`config.mk`:
```
export PLATFORM = sky130hd
export DESIGN_NAME = axi4_lite_slave_ctrl
export DESIGN_NICKNAME = d
export VERILOG_FILES = /design/src/rtl/axi4_lite_slave_ctrl.sv
export SDC_FILE = /design/constraint.sdc
export NUM_CORES = 1
export LEC_CHECK = 0
export CAP_MARGIN = 20
export CORE_MARGIN = 3
export CORE_UTILIZATION = 37
export DETAILED_ROUTE_END_ITERATION = 8
export PLACE_DENSITY = 0.87
export SYNTH_ARGS = -nofsm -noshare
export SYNTH_HDL_FRONTEND = slang
export SYNTH_SLANG_ARGS = --single-unit
```
`constraint.sdc`:
```
create_clock -name clk -period 1.5 [get_ports clk]
set_clock_uncertainty 0.15 [all_clocks]
set_input_delay 0.3 -clock clk [delete_from_list [all_inputs] [get_ports clk]]
set_output_delay 0.3 -clock clk [all_outputs]
set_load 0.01 [all_outputs]
```
`src/rtl/axi4_lite_slave_ctrl.sv`:
```
// AXI4-Lite slave front-end: turns AW/W/AR handshakes into single-cycle register-file strobes.
// Optional address range check enabled by defining AXIL_ADDR_CHECK_EN.
module axi4_lite_slave_ctrl #(
    parameter int unsigned ADDR_WIDTH = 32,
    parameter int unsigned DATA_WIDTH = 32,
    parameter int unsigned NUM_REGS   = 16
) (
    input  logic                    clk,
    input  logic                    rst_n,
    input  logic [ADDR_WIDTH-1:0]   s_axi_awaddr,
    input  logic                    s_axi_awvalid,
    output logic                    s_axi_awready,
    input  logic [DATA_WIDTH-1:0]   s_axi_wdata,
    input  logic [DATA_WIDTH/8-1:0] s_axi_wstrb,
    input  logic                    s_axi_wvalid,
    output logic                    s_axi_wready,
    output logic [1:0]              s_axi_bresp,
    output logic                    s_axi_bvalid,
    input  logic                    s_axi_bready,
    input  logic [ADDR_WIDTH-1:0]   s_axi_araddr,
    input  logic                    s_axi_arvalid,
    output logic                    s_axi_arready,
    output logic [DATA_WIDTH-1:0]   s_axi_rdata,
    output logic [1:0]              s_axi_rresp,
    output logic                    s_axi_rvalid,
    input  logic                    s_axi_rready,
    output logic [ADDR_WIDTH-1:0]   wr_addr,
    output logic                    wr_en,
    output logic [DATA_WIDTH-1:0]   wr_data,
    output logic [DATA_WIDTH/8-1:0] wr_strb,
    input  logic [1:0]              wr_resp,
    output logic [ADDR_WIDTH-1:0]   rd_addr,
    output logic                    rd_en,
    input  logic [DATA_WIDTH-1:0]   rd_data,
    input  logic [1:0]              rd_resp
);

    localparam int unsigned StrbWidth  = DATA_WIDTH / 8;
    localparam logic [1:0]  RespSlvErr = 2'b10;

`ifdef AXIL_ADDR_CHECK_EN
    localparam bit AddrCheck = 1'b1;
`else
    localparam bit AddrCheck = 1'b0;
`endif

    function automatic logic addr_ok(input logic [ADDR_WIDTH-1:0] a);
        return !AddrCheck || ((a[ADDR_WIDTH-1:6] == '0) && ({28'd0, a[5:2]} < NUM_REGS));
    endfunction

    typedef enum logic [1:0] {StWIdle, StWExec, StWWait, StWResp} wr_state_e;
    typedef enum logic [1:0] {StRIdle, StRExec, StRResp} rd_state_e;

    wr_state_e             wr_state_q, wr_state_d;
    logic                  aw_held_q, aw_held_d, w_held_q, w_held_d;
    logic                  awready_q, awready_d, wready_q, wready_d;
    logic                  bvalid_q, bvalid_d, wr_en_q, wr_en_d;
    logic [1:0]            bresp_q, bresp_d;
    logic [ADDR_WIDTH-1:0] wr_addr_q, wr_addr_d;
    logic [DATA_WIDTH-1:0] wr_data_q, wr_data_d;
    logic [StrbWidth-1:0]  wr_strb_q, wr_strb_d;

    rd_state_e             rd_state_q, rd_state_d;
    logic                  arready_q, arready_d, rvalid_q, rvalid_d, rd_en_q, rd_en_d;
    logic [1:0]            rresp_q, rresp_d;
    logic [ADDR_WIDTH-1:0] rd_addr_q, rd_addr_d;
    logic [DATA_WIDTH-1:0] rdata_q, rdata_d;

    // Outputs are flopped from the next state so every port is a register.
    always_comb begin
        wr_state_d = wr_state_q;
        aw_held_d  = aw_held_q;
        w_held_d   = w_held_q;
        wr_addr_d  = wr_addr_q;
        wr_data_d  = wr_data_q;
        wr_strb_d  = wr_strb_q;
        bresp_d    = bresp_q;
        unique case (wr_state_q)
            StWIdle: begin
                if (s_axi_awvalid && awready_q) begin
                    aw_held_d = 1'b1;
                    wr_addr_d = s_axi_awaddr;
                end
                if (s_axi_wvalid && wready_q) begin
                    w_held_d  = 1'b1;
                    wr_data_d = s_axi_wdata;
                    wr_strb_d = s_axi_wstrb;
                end
                if (aw_held_d && w_held_d) begin
                    wr_state_d = StWExec;
                    aw_held_d  = 1'b0;
                    w_held_d   = 1'b0;
                end
            end
            StWExec: wr_state_d = StWWait;
            StWWait: begin
                bresp_d    = addr_ok(wr_addr_q) ? wr_resp : RespSlvErr;
                wr_state_d = StWResp;
            end
            StWResp: if (s_axi_bready) wr_state_d = StWIdle;
            default: wr_state_d = StWIdle;
        endcase
        awready_d = (wr_state_d == StWIdle) && !aw_held_d;
        wready_d  = (wr_state_d == StWIdle) && !w_held_d;
        wr_en_d   = (wr_state_d == StWExec) && addr_ok(wr_addr_d);
        bvalid_d  = (wr_state_d == StWResp);
    end

    always_comb begin
        rd_state_d = rd_state_q;
        rd_addr_d  = rd_addr_q;
        rdata_d    = rdata_q;
        rresp_d    = rresp_q;
        unique case (rd_state_q)
            StRIdle: begin
                if (s_axi_arvalid && arready_q) begin
                    rd_addr_d  = s_axi_araddr;
                    rd_state_d = StRExec;
                end
            end
            StRExec: begin
                // rd_en_q is low here only when the range check rejected the address.
                rdata_d    = rd_en_q ? rd_data : '0;
                rresp_d    = rd_en_q ? rd_resp : RespSlvErr;
                rd_state_d = StRResp;
            end
            StRResp: if (s_axi_rready) rd_state_d = StRIdle;
            default: rd_state_d = StRIdle;
        endcase
        arready_d = (rd_state_d == StRIdle);
        rd_en_d   = (rd_state_d == StRExec) && addr_ok(rd_addr_d);
        rvalid_d  = (rd_state_d == StRResp);
    end

    always_ff @(posedge clk or negedge rst_n) begin
        if (!rst_n) begin
            wr_state_q <= StWIdle;
            aw_held_q  <= 1'b0;
            w_held_q   <= 1'b0;
            awready_q  <= 1'b0;
            wready_q   <= 1'b0;
            bvalid_q   <= 1'b0;
            bresp_q    <= '0;
            wr_en_q    <= 1'b0;
            wr_addr_q  <= '0;
            wr_data_q  <= '0;
            wr_strb_q  <= '0;
            rd_state_q <= StRIdle;
            arready_q  <= 1'b0;
            rvalid_q   <= 1'b0;
            rresp_q    <= '0;
            rdata_q    <= '0;
            rd_en_q    <= 1'b0;
            rd_addr_q  <= '0;
        end else begin
            wr_state_q <= wr_state_d;
            aw_held_q  <= aw_held_d;
            w_held_q   <= w_held_d;
            awready_q  <= awready_d;
            wready_q   <= wready_d;
            bvalid_q   <= bvalid_d;
            bresp_q    <= bresp_d;
            wr_en_q    <= wr_en_d;
            wr_addr_q  <= wr_addr_d;
            wr_data_q  <= wr_data_d;
            wr_strb_q  <= wr_strb_d;
            rd_state_q <= rd_state_d;
            arready_q  <= arready_d;
            rvalid_q   <= rvalid_d;
            rresp_q    <= rresp_d;
            rdata_q    <= rdata_d;
            rd_en_q    <= rd_en_d;
            rd_addr_q  <= rd_addr_d;
        end
    end

    assign s_axi_awready = awready_q;
    assign s_axi_wready  = wready_q;
    assign s_axi_bvalid  = bvalid_q;
    assign s_axi_bresp   = bresp_q;
    assign s_axi_arready = arready_q;
    assign s_axi_rvalid  = rvalid_q;
    assign s_axi_rresp   = rresp_q;
    assign s_axi_rdata   = rdata_q;
    assign wr_en         = wr_en_q;
    assign wr_addr       = wr_addr_q;
    assign wr_data       = wr_data_q;
    assign wr_strb       = wr_strb_q;
    assign rd_en         = rd_en_q;
    assign rd_addr       = rd_addr_q;

endmodule

```
==> results of run 1 <==
==> flip-flops by register name (all words and copies together) (netlist names) <==
register	count
wr_data	32
s_axi_arready	1
rd_addr	32
w_held_q	1
wr_strb	4
wr_addr	32
s_axi_awready	1
s_axi_bresp	2
s_axi_wready	1
s_axi_rdata	32
rd_en	1
s_axi_rvalid	1
s_axi_rresp	2
wr_en	1
wr_state_q	2
s_axi_bvalid	1
aw_held_q	1
rd_state_q	2
==> worst paths after layout <==
kind / cells past startpoint / to
worst max-delay path: 3 / wr_data[2]
worst min-delay path: 2 / rd_en
worst max register to register: 3 / wr_data[2]
worst min register to register: 1 / wr_data[27]
max in group asynchronous: 3 / s_axi_rdata[24]
min in group clk: 3 / s_axi_rdata[8]
==> cell usage after synthesis, drive strengths merged (2+ instances only) <==
master,number,area (um^2)
nor2b,2,12.51
clkbuf,5,18.77
mux2,103,1438
buf,16,146.4
mux2i,33,330.3
inv,34,127.6
a21oi,2,10.01
a211oi,3,22.52
nand2,33,123.9
o22a,2,17.52
and4bb,3,37.54
dfrtp,149,3729
a21o,2,15.01
==> through the flow <==
stage | std cells | TNS, ns | utilization (%)
floorplan | 396 | -2.086 | -
finish | 959 | -5.288 | 59.85
detailed placement | 896 | -39.76 | 58.16
CTS | 939 | -6.090 | 62.24
global placement | 896 | -37.22 | 58.16
global route | 959 | -8.868 | 59.85
==> power breakdown <==
| part | internal [mW] | switching [mW] | total, mW |
|---|---|---|---|
| Combinational | 4.81 | 3.71 | 8.51 |
| Sequential | 6.00 | 1.14 | 7.14 |
| Clock | 2.31 | 1.64 | 3.96 |
==> repair_timing <==
action / CTS / global route
setup buffers: 8 / 20
gates resized for setup: 412 / 120
endpoints found under the setup margin: 243 / 218
hold endpoints to repair: 149 / 0
cloned: 2 / 3
hold buffers: 1 / 0
pin swaps: 1 / 2
==> layer usage <==
metal / up-vias / wire length [um]
li1: 2000 / -
met1: 2272 / 6783
met4: 0 / 769
met2: 200 / 9548
met5: - / 0
met3: 50 / 1138
==> worst reg2reg max path: stages (launching register included) <==
cell and delay [ns]:
dfrtp_1 0.39, and4bb_2 0.37, buf_12 0.20, mux2_1 0.36
==> logic make-up (layout without fill, tap and decap cells) <==
| group | Yosys count | in the layout | share of synthesized area (%) |
|---|---|---|---|
| DFF | 149 | 149 | 61.24 |
| muxes | 136 | 136 | 29.04 |
| and+or+nand+nor | 45 | 45 | 3.555 |
| AOI/OAI and AO/OA | 11 | 11 | 1.356 |
| buffers and inverters | 55 | 402 | 4.809 |
==> final cells by class <==
type | instances | share of cell area, %
clock inverters | 13 | 1.150
well taps | 216 | 2.822
multi-input cells | 192 | 22.25
inverters | 34 | 1.333
repair buffers | 336 | 28.88
flip-flops and latches | 149 | 38.94
clock buffers | 19 | 4.626
==> flow_metrics.env, run 1 <==
export IMPL_gr_usage_met1_pct=21.63
export IMPL_critPathCaptureType="register"
export IMPL_final_common_cell="dfrtp_1"
export IMPL_path_cells="and4bb_2, buf_12, mux2_1"
export IMPL_drt_total_wl_mm=18.24
export IMPL_synth_top_flop_cell="dfrtp_1"
export IMPL_dr_total_vias=4522
export IMPL_cts_tree="built"
export IMPL_gp_congestion=0.7701
export IMPL_critPathSlowestCell="dfrtp_1"
export IMPL_numPortBuffers=285
export IMPL_async_reset_ff_share_pct=100.0
export IMPL_tightest_slew_ns=0.3525
export IMPL_antenna_found_initial=0
export IMPL_r2r_slack_ns=-0.09
export IMPL_r2r_start="wr_state_q[1]"
export IMPL_fin_nets=873
export IMPL_hold_violations=0
export IMPL_multi_input_area_um2=2131
export IMPL_fin_ws_ns=-0.09405
export IMPL_syn2layout_area_growth_pct=57.27
export IMPL_clock_latency_ns=0.41
export IMPL_fillers=1270
export IMPL_rsz0062_at_grt="yes"
export IMPL_wl_per_cell_um=19.02
export IMPL_stdcell_area_um2=9575
export IMPL_clk_path_buf_depth=2
export IMPL_max_freq_ghz=0.6273
export IMPL_ir_worst_vdd_v=0.0008502
export IMPL_drt_initial_drc_count=142
export IMPL_seq_area_frac_synth_pct=61.24
export IMPL_pre_cts_ws_ns=-0.4426
export IMPL_hold_class="input port to async pin"
export IMPL_grt_pass1_vias=4993
export IMPL_dieArea_um2=18030
export IMPL_seqCellArea_um2=3729
export IMPL_slew_headroom_pct=76.18
export IMPL_synthCells=396
export IMPL_hold_slack_ns=0.1691
export IMPL_synth_cell_type_count=26
export IMPL_crit_arrival_ns=1.73
export IMPL_setup_violations=101
export IMPL_failed_checks="setup timing"
export IMPL_cp_max_fo=19
export IMPL_drive_gt1_share_pct=42.53
export IMPL_grt_overflow_total=0
export IMPL_initial_core_util_pct=38.05
export IMPL_critPathMaxStageDelay_ns=0.39
export IMPL_drc=0
export IMPL_htreeDepth=4
export IMPL_hpwl_mm=13.12
export IMPL_grt_max_degree=40
export IMPL_max_cap_violations=0
export IMPL_path_delay_family="flip-flops"
export IMPL_fp_coreArea_um2=16000
export IMPL_io_pins=286
export IMPL_avgSynthCellArea_um2=15.37
export IMPL_numCtsBuffers=17
export IMPL_maxSlewViolCount=0
export IMPL_grt_util_met2_pct=34.64
export IMPL_final_cell_mix="dfrtp_1, clkdlybuf4s50_1, mux2_4"
export IMPL_startpoint="wr_state_q[1]"
export IMPL_ys_warn_count=0
export IMPL_gr_usage_met3_pct=5.589
export IMPL_grt_busiest_layer="met2"
export IMPL_leakage_nw=4.553
export IMPL_dieWidth_um=134.3
export IMPL_cts_root_buf="clkbuf_16"
export IMPL_grt_first_pass_wirelength_mm=27.26
export IMPL_cts_sinks=149
export IMPL_ys_ff_latch=149
export IMPL_dr_pass1_iters=4
export IMPL_core_rowCount=46
export IMPL_period_share_pct=106.3
export IMPL_track_usage_pct=19.42
export IMPL_p_per_area_nw_per_um2=2048
export IMPL_synth_edf_count=0
export IMPL_cp_num_buf_inv=1
export IMPL_routed_via_density=4.715
export IMPL_required_ns=1.64
export IMPL_critPathKind="register to register"
export IMPL_placed_area_um2=9305
export IMPL_p_total_mw=19.61
export IMPL_status="finished, violations left"
export IMPL_synthesis_nets=539
export IMPL_min_period_ns=1.594
export IMPL_synth_area_um2=6088
export IMPL_ant_nets=0
export IMPL_n_antenna_cell=0
export IMPL_critPathLaunchType="register"
export IMPL_die_height_um=134.3
export IMPL_clk_pin_slew_worst_paths_ns=0.06
No activity file was read; power rests on OpenSTA's default activity.
==> run 2: changes to the inputs <==
Settings changed: CORE_UTILIZATION 37 to 44, PLACE_DENSITY 0.87 to 0.95, SETUP_SLACK_MARGIN set to 0.02.
Clock period 1.5 ns to 2.05 ns, I/O delays scaled along.
==> run 2 against run 1 <==
- the flow now finishes without violations
- die area is 15% lower
- non-clock buffer count is 36 lower
- first-iteration DRC count is 32% higher
- critical endpoint is now wr_data[25]
==> flow_metrics.env, run 2 (synthesis gave the netlist of run 1 again) <==
export IMPL_seqCellArea_um2=3729
export IMPL_stdcell_area_um2=9877
export IMPL_postCtsSetupBuffers=0
export IMPL_path_cells="clkdlybuf4s50_1"
export IMPL_fillers=810
export IMPL_clk_path_buf_depth=2
export IMPL_wl_per_cell_um=19.16
export IMPL_finalSetupTns_ns=0
export IMPL_max_freq_ghz=0.5245
export IMPL_drt_total_wl_mm=16.92
export IMPL_tightest_slew_ns=0.4385
export IMPL_ant_nets=0
export IMPL_track_usage_pct=21.90
export IMPL_leakage_nw=4.269
export IMPL_routed_via_density=4.839
export IMPL_cp_max_fo=2
export IMPL_grt_overflow_total=0
export IMPL_fin_nets=837
export IMPL_initial_core_util_pct=45.43
export IMPL_max_cap_violations=0
export IMPL_grt_pass1_vias=4686
export IMPL_dr_pass1_iters=4
export IMPL_dieWidth_um=123.6
export IMPL_min_period_ns=1.906
export IMPL_hold_class="register to register"
export IMPL_fin_ws_ns=0.1436
export IMPL_grt_max_degree=46
export IMPL_maxSlewViolCount=0
export IMPL_path_delay_family="buffers and inverters"
export IMPL_period_share_pct=93.00
export IMPL_n_antenna_cell=0
export IMPL_cts_resized_gates=0
export IMPL_hold_violations=0
export IMPL_drive_gt1_share_pct=17.82
export IMPL_cts_tree="built"
export IMPL_multi_input_area_um2=2074
export IMPL_dieArea_um2=15280
export IMPL_grt_first_pass_wirelength_mm=25.33
export IMPL_io_pins=286
export IMPL_p_per_area_nw_per_um2=1568
export IMPL_setup_violations=0
export IMPL_clk_pin_slew_worst_paths_ns=0.06
export IMPL_fp_coreArea_um2=13400
export IMPL_clock_latency_ns=0.41
export IMPL_final_cell_mix="clkdlybuf4s50_1, dfrtp_1, mux2_4"
export IMPL_syn2layout_area_growth_pct=62.23
export IMPL_drt_initial_drc_count=187
export IMPL_critPathMaxStageDelay_ns=0.56
export IMPL_pre_cts_ws_ns=-0.02026
export IMPL_htreeDepth=4
export IMPL_antenna_found_initial=0
export IMPL_critPathSlowestCell="clkdlybuf4s50_1"
export IMPL_die_height_um=123.6
export IMPL_p_total_mw=15.48
export IMPL_numCtsBuffers=17
export IMPL_critPathKind="register to primary output"
export IMPL_final_common_cell="clkdlybuf4s50_1"
export IMPL_critPathLaunchType="register"
export IMPL_numPortBuffers=285
export IMPL_hpwl_mm=12.78
export IMPL_ir_worst_vdd_v=0.0008226
export IMPL_dr_total_vias=4273
export IMPL_core_rowCount=42
export IMPL_required_ns=1.49
export IMPL_drc=0
export IMPL_postCtsHoldBufs=1
export IMPL_hold_slack_ns=0.3212
export IMPL_status="completed"
export IMPL_gp_congestion=0.7851
export IMPL_rsz0062_at_grt="no"
export IMPL_cts_root_buf="clkbuf_16"
export IMPL_slew_headroom_pct=70.77
export IMPL_cts_sinks=149
export IMPL_critPathCaptureType="primary output"
export IMPL_placed_area_um2=9198
export IMPL_cp_num_buf_inv=1
export IMPL_crit_arrival_ns=1.35
==> run 2: changes by cell type in the layout (fill, tap and decap cells not counted), sizes merged, moves of 4 or more <==
cell / delta
clkdlybuf4s50: +143
buf: -113
clkbuf: -54
clkinv: -8
clkdlybuf4s15: -7
bufinv: +4
==> run 2: per-layer routing <==
metal	up-vias	GRT usage [%]	part of all wire, %
met1	2139	23.38	36
met5	-	0	0
li1	1921	-	-
met2	177	39.68	54
met3	36	6.312	6.7
met4	0	10.24	3.1
==> run 2: final timing paths <==
path / from / to / slack [ns] / depth (start not counted)
worst max-delay path: wr_data[25] / wr_data[25] / 0.14 / 1
worst min-delay path: aw_held_q / s_axi_awready / 0.32 / 1
worst max register to register: rd_state_q[1] / rd_addr[2] / 0.36 / 3
worst min register to register: aw_held_q / s_axi_awready / 0.32 / 1
max in group asynchronous: rst_n / wr_state_q[1] / 0.79 / 3
min in group asynchronous: rst_n / rd_addr[14] / 0.37 / 2
==> run 2: per-stage QoR <==
stage / instances / utilization [%]
after floorplan: 396 / -
after global placement: 850 / 68.64
after detailed placement: 850 / 68.64
after CTS: 883 / 73.71
after global routing: 883 / 73.71
final: 883 / 73.71
==> run 2: report_power, final <==
group	leakage [nW]	total (mW)	internal, mW	switching [mW]
clock	0.326	3.47	2.32	1.15
sequential	1.85	5.30	4.40	0.908
combinational	2.09	6.71	4.23	2.48
total	4.27	15.5	11.0	4.53
==> run 2: final cells by class <==
cell class / count / area share (%)
flip-flops and latches: 149 / 37.75
repair buffers: 300 / 30.95
multi-input cells: 192 / 21.00
clock buffers: 24 / 5.080
well taps: 176 / 2.230
clock inverters: 8 / 1.697
inverters: 34 / 1.292
==> run 3: changes to the inputs <==
Settings changed: PLACE_DENSITY 0.95 to 0.85.
==> run 3 against run 2 <==
- clock power up 3%
- fmax down 1.5%
- combinational power about the same
- die area unchanged
- first-iteration DRC count down 2.7%
- critical path type unchanged
- via count down 1.5%
- utilization up 0.075 points
- routed wire length down 3.0%
- cell area up 0.10%
- highest routed layer unchanged
- critical path depth unchanged
- sequential cell count unchanged
- total power up 0.17%
==> flow_metrics.env, run 3 (synthesis gave the netlist of run 1 again) <==
export IMPL_grt_max_degree=41
export IMPL_slew_headroom_pct=73.17
export IMPL_antenna_found_initial=0
export IMPL_tightest_slew_ns=0.4024
export IMPL_dieArea_um2=15280
export IMPL_maxSlewViolCount=0
export IMPL_fin_ws_ns=0.1139
export IMPL_cp_num_cells=1
export IMPL_cp_num_buf_inv=1
export IMPL_timing_rr_end="rd_addr[31]"
export IMPL_dieWidth_um=123.6
export IMPL_fin_nets=835
export IMPL_hold_violations=0
export IMPL_rsz0062_at_grt="no"
export IMPL_io_pins=286
export IMPL_drt_total_wl_mm=16.41
export IMPL_critPathKind="register to primary output"
export IMPL_r2r_start="rd_state_q[1]"
export IMPL_numCtsBuffers=17
export IMPL_n_antenna_cell=0
export IMPL_clk_pin_slew_worst_paths_ns=0.06
export IMPL_max_cap_violations=0
export IMPL_p_per_area_nw_per_um2=1569
export IMPL_pre_cts_ws_ns=-0.009395
export IMPL_hold_class="register to register"
export IMPL_syn2layout_area_growth_pct=62.39
export IMPL_numPortBuffers=285
export IMPL_clk_path_buf_depth=2
export IMPL_fillers=880
export IMPL_cp_max_fo=3
export IMPL_fp_coreArea_um2=13400
export IMPL_r2r_cells=3
export IMPL_track_usage_pct=21.69
export IMPL_critPathSlowestCell="clkdlybuf4s50_1"
export IMPL_cts_sinks=149
export IMPL_hpwl_mm=12.13
export IMPL_cts_root_buf="clkbuf_16"
export IMPL_initial_core_util_pct=45.43
export IMPL_final_cell_mix="clkdlybuf4s50_1, dfrtp_1, mux2_4"
export IMPL_required_ns=1.49
export IMPL_critPathLaunchType="register"
export IMPL_min_period_ns=1.936
export IMPL_die_height_um=123.6
export IMPL_drc=0
export IMPL_grt_pass1_vias=4665
export IMPL_dr_pass1_iters=6
export IMPL_endpoint="s_axi_awready"
export IMPL_ir_worst_vdd_v=0.001010
export IMPL_setup_violations=0
export IMPL_routed_via_density=4.781
export IMPL_gp_congestion=0.7776
export IMPL_critPathMaxStageDelay_ns=0.58
export IMPL_max_freq_ghz=0.5165
export IMPL_r2r_slack_ns=0.35
export IMPL_hold_slack_ns=0.3179
export IMPL_final_common_cell="clkdlybuf4s50_1"
export IMPL_leakage_nw=4.265
export IMPL_dr_total_vias=4207
export IMPL_path_cells="clkdlybuf4s50_1"
export IMPL_status="completed"
export IMPL_path_delay_family="buffers and inverters"
export IMPL_clock_latency_ns=0.41
export IMPL_grt_overflow_total=0
export IMPL_core_rowCount=42
export IMPL_ant_nets=0
export IMPL_crit_arrival_ns=1.38
export IMPL_drive_gt1_share_pct=17.47
export IMPL_htreeDepth=4
export IMPL_critPathCaptureType="primary output"
export IMPL_drt_initial_drc_count=182
export IMPL_grt_first_pass_wirelength_mm=24.94
export IMPL_startpoint="s_axi_awready"
export IMPL_period_share_pct=94.45
export IMPL_wl_per_cell_um=18.65
export IMPL_finalSetupTns_ns=0
export IMPL_cts_tree="built"
==> run 3: cell types whose count changed in the layout (fill, tap and decap cells not counted), sizes merged <==
cell / delta
clkinvlp: -1
bufinv: +1
buf: -2
clkbuf: -1
==> run 3: area by class of cell <==
| class | count | area, um^2 | area share, % |
|---|---|---|---|
| repair buffers | 298 | 3054 | 30.89 |
| clock buffers | 23 | 488.0 | 4.935 |
| flip-flops and latches | 149 | 3729 | 37.71 |
| clock inverters | 8 | 193.9 | 1.962 |
| well taps | 176 | 220.2 | 2.227 |
| multi-input cells | 192 | 2074 | 20.98 |
| inverters | 34 | 127.6 | 1.291 |
==> run 3: layer usage <==
layer	wire, um	part of all wire, %	vias to the layer above	GRT usage [%]
li1	-	-	1919	-
met1	6174	38	2106	23.76
met2	8908	54	164	39.84
met3	1109	6.8	18	6.267
met4	220	1.3	0	7.543
met5	0	0	-	0
==> run 3: repair_timing <==
| action | CTS | global route |
|---|---|---|
| gates resized for setup | 0 | 0 |
| hold endpoints to repair | 35 | 0 |
| buffers inserted | 0 | 0 |
| hold buffers | 1 | 0 |
==> run 3: worst min path at each step <==
stage              start            end  slack [ns]  cells after the start
2_1_floorplan      rst_n      aw_held_q       -0.04                      0
3_3_place_gp       rst_n    wr_data[24]        0.19                      1
3_5_place_dp       rst_n     wr_strb[2]        0.20                      1
4_1_cts            rst_n     wr_strb[2]        0.32                      2
5_1_grt        aw_held_q  s_axi_awready        0.34                      1
6_report        w_held_q   s_axi_wready        0.32                      1
==> run 3: where the power goes <==
part	leakage [nW]	internal (mW)	switching, mW	total [mW]
Clock	0.333	2.41	1.16	3.57
Combinational	2.08	4.22	2.47	6.69
Sequential	1.85	4.39	0.857	5.25
Total	4.27	11.0	4.49	15.5
==> run 3: per-stage QoR <==
step | util (%) | cell area [um^2] | total power, mW | cells
final | 73.78 | 9887 | 15.51 | 880
after global routing | 73.78 | 9887 | 16.29 | 880
after CTS | 73.78 | 9887 | 15.67 | 880
after detailed placement | 68.62 | 9195 | 11.98 | 848
after global placement | 68.62 | 9195 | 11.74 | 848
after floorplan | - | 6088 | 8.184 | 396
